[src/rtl/mem_seq.sv]
// -----------------------------------------------------------------------------
// mem_seq : arbitrating memory sequencer for an instruction-fetch port and a
// data port sharing one 16-bit wide, byte-lane-writable synchronous memory.
//
// Byte order is big-endian: the even byte of a word sits in lane [15:8].
// Unaligned data word accesses are split into two memory cycles (CMD1, CMD2).
// Fetches always use a single aligned cycle (if_addr[0] is ignored).
//
// Ports
//   clk       in   1  system clock, rising edge
//   rst       in   1  asynchronous reset, active high
//   if_req    in   1  fetch request, held until if_ack
//   if_addr   in  16  fetch byte address (bit 0 ignored)
//   if_ack    out  1  one-cycle pulse, if_rdata valid
//   if_rdata  out 16  fetched word (held until next fetch capture)
//   d_req     in   1  data request, held until d_ack
//   d_we      in   1  1 = write, 0 = read
//   d_wb      in   1  1 = byte access, 0 = word access
//   d_addr    in  16  data byte address
//   d_wdata   in  16  write data (byte writes use [7:0])
//   d_ack     out  1  one-cycle pulse, d_rdata valid for reads
//   d_rdata   out 16  read data (byte reads zero-extended into [7:0])
//   m_en      out  1  memory cycle strobe
//   m_we      out  2  lane write enables, [1] = lane [15:8], [0] = lane [7:0]
//   m_addr    out 15  memory word address
//   m_wdata   out 16  memory write data
//   m_rdata   in  16  memory read data, valid the cycle after a read strobe
// -----------------------------------------------------------------------------
module mem_seq (
  input  logic        clk,
  input  logic        rst,
  input  logic        if_req,
  input  logic [15:0] if_addr,
  output logic        if_ack,
  output logic [15:0] if_rdata,
  input  logic        d_req,
  input  logic        d_we,
  input  logic        d_wb,
  input  logic [15:0] d_addr,
  input  logic [15:0] d_wdata,
  output logic        d_ack,
  output logic [15:0] d_rdata,
  output logic        m_en,
  output logic [1:0]  m_we,
  output logic [14:0] m_addr,
  output logic [15:0] m_wdata,
  input  logic [15:0] m_rdata
);

  typedef enum logic [2:0] {
    IDLE  = 3'd0,
    CMD1  = 3'd1,
    CMD2  = 3'd2,
    RWAIT = 3'd3,
    ACK   = 3'd4
  } state_t;

  state_t      state_q, state_d;
  logic        last_d_q, last_d_d;    // 1 = data port was granted last
  logic        gnt_d_q, gnt_d_d;      // 1 = current access belongs to data port
  logic        we_q, we_d;
  logic        wb_q, wb_d;
  logic [15:0] addr_q, addr_d;
  logic [15:0] wdata_q, wdata_d;
  logic [15:0] if_rdata_q, if_rdata_d;
  logic [15:0] d_rdata_q, d_rdata_d;

  logic pick_d;      // arbitration result in IDLE
  logic is_read;     // latched access is a read (fetches are always reads)
  logic unaligned;   // latched access is a split data word access

  // Data wins when alone, or on a tie when fetch was granted last.
  assign pick_d    = d_req && (!if_req || !last_d_q);
  assign is_read   = !gnt_d_q || !we_q;
  assign unaligned = gnt_d_q && !wb_q && addr_q[0];

  assign if_rdata = if_rdata_q;
  assign d_rdata  = d_rdata_q;

  always_ff @(posedge clk or posedge rst) begin
    if (rst) begin
      state_q    <= IDLE;
      last_d_q   <= 1'b0;
      gnt_d_q    <= 1'b0;
      we_q       <= 1'b0;
      wb_q       <= 1'b0;
      addr_q     <= 16'h0000;
      wdata_q    <= 16'h0000;
      if_rdata_q <= 16'h0000;
      d_rdata_q  <= 16'h0000;
    end else begin
      state_q    <= state_d;
      last_d_q   <= last_d_d;
      gnt_d_q    <= gnt_d_d;
      we_q       <= we_d;
      wb_q       <= wb_d;
      addr_q     <= addr_d;
      wdata_q    <= wdata_d;
      if_rdata_q <= if_rdata_d;
      d_rdata_q  <= d_rdata_d;
    end
  end

  always_comb begin
    state_d    = state_q;
    last_d_d   = last_d_q;
    gnt_d_d    = gnt_d_q;
    we_d       = we_q;
    wb_d       = wb_q;
    addr_d     = addr_q;
    wdata_d    = wdata_q;
    if_rdata_d = if_rdata_q;
    d_rdata_d  = d_rdata_q;
    if_ack     = 1'b0;
    d_ack      = 1'b0;
    m_en       = 1'b0;
    m_we       = 2'b00;
    m_addr     = 15'h0000;
    m_wdata    = 16'h0000;

    case (state_q)
      IDLE: begin
        if (if_req || d_req) begin
          gnt_d_d  = pick_d;
          last_d_d = pick_d;
          if (pick_d) begin
            we_d    = d_we;
            wb_d    = d_wb;
            addr_d  = d_addr;
            wdata_d = d_wdata;
          end else begin
            we_d    = 1'b0;
            wb_d    = 1'b0;
            addr_d  = if_addr & 16'hFFFE;
            wdata_d = 16'h0000;
          end
          state_d = CMD1;
        end
      end

      CMD1: begin
        m_en   = 1'b1;
        m_addr = addr_q[15:1];
        if (!is_read) begin
          if (unaligned) begin
            // High data byte goes to the odd byte of the first word.
            m_we    = 2'b01;
            m_wdata = {wdata_q[15:8], wdata_q[15:8]};
          end else if (wb_q) begin
            m_we    = addr_q[0] ? 2'b01 : 2'b10;
            m_wdata = {wdata_q[7:0], wdata_q[7:0]};
          end else begin
            m_we    = 2'b11;
            m_wdata = wdata_q;
          end
        end
        if (unaligned)
          state_d = CMD2;
        else if (is_read)
          state_d = RWAIT;
        else
          state_d = ACK;
      end

      CMD2: begin
        // Only reached with addr_q[0]=1, so (A+1)>>1 is A[15:1]+1; the 15-bit
        // add wraps 0x7FFF to 0x0000 exactly as A=0xFFFF wraps to 0x0000.
        m_en   = 1'b1;
        m_addr = addr_q[15:1] + 15'd1;
        if (!is_read) begin
          m_we    = 2'b10;
          m_wdata = {wdata_q[7:0], wdata_q[7:0]};
          state_d = ACK;
        end else begin
          // Data of the CMD1 strobe: odd byte of first word is the high byte.
          d_rdata_d = {m_rdata[7:0], d_rdata_q[7:0]};
          state_d   = RWAIT;
        end
      end

      RWAIT: begin
        if (!gnt_d_q)
          if_rdata_d = m_rdata;
        else if (wb_q)
          d_rdata_d = {8'h00, (addr_q[0] ? m_rdata[7:0] : m_rdata[15:8])};
        else if (unaligned)
          d_rdata_d = {d_rdata_q[15:8], m_rdata[15:8]};
        else
          d_rdata_d = m_rdata;
        state_d = ACK;
      end

      ACK: begin
        if_ack  = !gnt_d_q;
        d_ack   = gnt_d_q;
        state_d = IDLE;
      end

      default: state_d = IDLE;
    endcase
  end

endmodule

[config.mk]
export PLATFORM = sky130hd
export DESIGN_NAME = mem_seq
export DESIGN_NICKNAME = d
export VERILOG_FILES = /design/src/rtl/mem_seq.sv
export SDC_FILE = /design/constraint.sdc
export NUM_CORES = 1
export LEC_CHECK = 0
export ABC_CLOCK_PERIOD_IN_PS = 2500
export BUFFER_PORTS_ARGS = -buffer_cell sky130_fd_sc_hd__buf_2
export CAP_MARGIN = 20
export CORE_MARGIN = 2
export CORE_UTILIZATION = 44
export CTS_CLUSTER_SIZE = 40
export DETAILED_ROUTE_END_ITERATION = 10
export PLACE_DENSITY = 0.75
export SLEW_MARGIN = 10
export SYNTH_ARGS = -nofsm -noshare
export SYNTH_HDL_FRONTEND = slang
export SYNTH_SLANG_ARGS = --single-unit
[constraint.sdc]
create_clock -name clk -period 2.5 [get_ports clk]
set_input_delay 0.75 -clock clk [delete_from_list [all_inputs] [get_ports clk]]
set_output_delay 0.75 -clock clk [all_outputs]
set_load 0.005 [all_outputs]
==> run metrics <==
outcome=finished with violations; failing checks=negative setup slack; Mapped Avg Cell Area=10.0 sq um; CP Launch Type=flip-flop; count leader, synth=dfrtp_1; RSZ-0062 raised after global routing=yes; Synth area leader=dfrtp_1; Reg area=1770 sq um; asr flop ratio synth=1.00; CP endpoint kind=output port; sequential area share after synthesis=0.471; routed vias/inst=5.63; CTS tree=done; die height=96.0 microns; clock root buffer=clkbuf_8; HP Class=in2async; Main synth FF type=dfrtp_1; RR Endpoint=wb_q; clock transition at the registers of the reported paths=0.08 ns; share of the synthesized area in the top cell type=0.471; Final ANT Viol Nets=0; synth warn=0; min setup slack post-route=-0.198 ns; first-pass GRT wire length=16200 microns; critical path arrival=1.95 ns; Peak VDD IR=527 uV; DP Wirelength=7210 microns; synthesis-to-finish area growth=44.3%; fin crit share=1.08; synth unique cells=53; reg-to-reg startpoint=state_q[0]; hold buffer count at CTS=0; most frequent cells after synthesis=dfrtp_1 (70), o21ai_0 (53), nand2_1 (52); Setup crit end=m_wdata[6]; DR vias=3679; IO buf count=136; final hold violations=0; maximum clock rate=0.371 GHz; gpl congestion=0.890; Initial Util=0.453; synthesized area=3720 sq um; number of enable flip-flop cells after synthesis=0; min cycle time layout=2.70 ns; max cap viols=0; final net count=614; beginning of the critical path=state_q[1]; Power Density=1230 nW/um^2; DRC Markers=0; Data required, critical path=1.75 ns; overall global routing resource usage=0.226; Syn Inst Count=372; number of buffers created by CTS=9; wire per inst=16.5 microns; DP Worst Slack=0.0781 ns; Static Leakage=2.55 nW; flop2flop setup slack=0.34 ns; Slew headroom=0.516; worst hold slack=0.460 ns; Core ar.=8220 sq um; crit path max fanout=4; Ports=138; Worst-Skew Late Latency=0.34 ns; final slew viol count=0; final WL=10800 microns; Final setup violation count=25; largest net degree at the start of global routing=47; vias in the first global route=3397; initial antenna violation count=0; area of the multi-input gates=2080 sq um; # rows=33; ant diodes=0; register bit total from synthesis=70; GR Overflow Total=0; Max Clock Skew=0.00625 ns; width of the die=96.0 microns; top post-synthesis cells by area=dfrtp_1 (47%), o21ai_0 (7.1%), a22o_1 (6.6%); Reg2Reg Depth=6; Post-Syn Nets=443; Worst-Margin Slew=0.726 ns; Longest Clk Path Bufs=2; Max H-tree Level=3; layout cell share with drive strength beyond 1=0.516; CP Class=reg2out; drt first-iter violations=140; fillers=679; drt first pass iters=5; die area=9210 sq um; # clock sinks=70
-- final cells by class --
class | count | area share
multi-input combinational | 273 | 0.388
sequential | 70 | 0.329
timing repair buffer | 186 | 0.210
tap | 105 | 0.0245
clock buffer | 9 | 0.0231
clock inverter | 7 | 0.0228
inverter | 3 | 0.00280
-- state kept, by name (all words and copies together) (netlist names) --
register	cells
addr_q	16
d_rdata	16
gnt_d_q	1
if_rdata	16
state_q	3
wb_q	1
wdata_q	16
we_q	1
-- report_power, final --
part / internal [mW] / total (mW) / switching, mW / leakage (nW)
registers: 1.71 / 2.24 / 0.524 / 0.856
logic: 1.59 / 3.23 / 1.64 / 1.58
clock network: 0.665 / 1.12 / 0.452 / 0.116
total: 3.97 / 6.59 / 2.62 / 2.55
-- cell families (layout without fill, tap and decap cells) --
family / after synthesis / count (layout) / synth area share
adder cells (fa/ha/maj): 1 / 1 / 0.00336
AND/OR/NAND/NOR: 113 / 113 / 0.164
buffers and inverters: 29 / 205 / 0.0417
AO/OA/AOI/OAI: 118 / 118 / 0.205
multiplexers: 39 / 39 / 0.110
XOR/XNOR: 2 / 2 / 0.00471
flip-flops: 70 / 70 / 0.471
-- through the flow --
step	utilization	TNS, ns	cell area (sq um)	instances	total power, mW
CTS	0.623	-1.48	5120	640	6.26
detailed placement	0.557	0	4580	608	4.78
global placement	0.557	0	4580	608	4.65
global route	0.654	-3.32	5370	653	7.01
finish	0.654	-1.38	5370	653	6.59
floorplan	-	0	3730	372	3.77
-- what timing repair did --
action | CTS | global route
endpoints found under the hold margin | 0 | 0
endpoints found under the setup margin | 33 | 31
setup buffers | 14 | 14
gates resized for setup | 58 | 43
pin swaps | 17 | 21
cloned | 2 | 0
-- worst min-delay path by stage --
stage | start | depth (start not counted) | endpoint
6_report | rst | 2 | d_rdata[1]
5_1_grt | rst | 2 | d_rdata[1]
4_1_cts | rst | 2 | addr_q[2]
3_5_place_dp | d_rdata[9] | 2 | d_rdata[9]
3_3_place_gp | d_rdata[0] | 2 | d_rdata[0]
2_1_floorplan | d_rdata[10] | 2 | d_rdata[10]
-- metal layers --
layer  routed length, microns  vias to the layer above  track usage
li1                         -                     1717            -
met1                     4530                     1789        0.293
met2                     5400                      154        0.380
met3                      689                       19       0.0337
met4                      163                        0       0.0929
met5                        0                        -            0
-- cell usage in the layout, fill, tap and decap left out, types with 3 or more instances in the layout --
cell and count:
o21ai_1 11, nand2_1 45, nand3_1 4, o21ai_0 36
a22o_1 28, nand3_2 7, nand2_2 6, o21a_1 3
nand4_1 6, buf_2 136, nor3_1 3, mux2_2 15
nor4_4 3, dfrtp_2 11, buf_4 35, a31oi_1 3
clkinvlp_4 3, mux2i_1 23, o21ai_2 7, clkbuf_8 9
nor2_1 7, a21oi_1 7, a22oi_1 9, dfrtp_1 59
buf_6 13, bufinv_16 3
-- critical path, stage by stage (launching register included) --
cell and delay (ns):
dfrtp_1 0.42, buf_6 0.14, nand2b_4 0.15, nor4_4 0.29, buf_4 0.21, nand3_2 0.09, o21ai_1 0.15, buf_2 0.15
(Power assumes the default switching activity.)
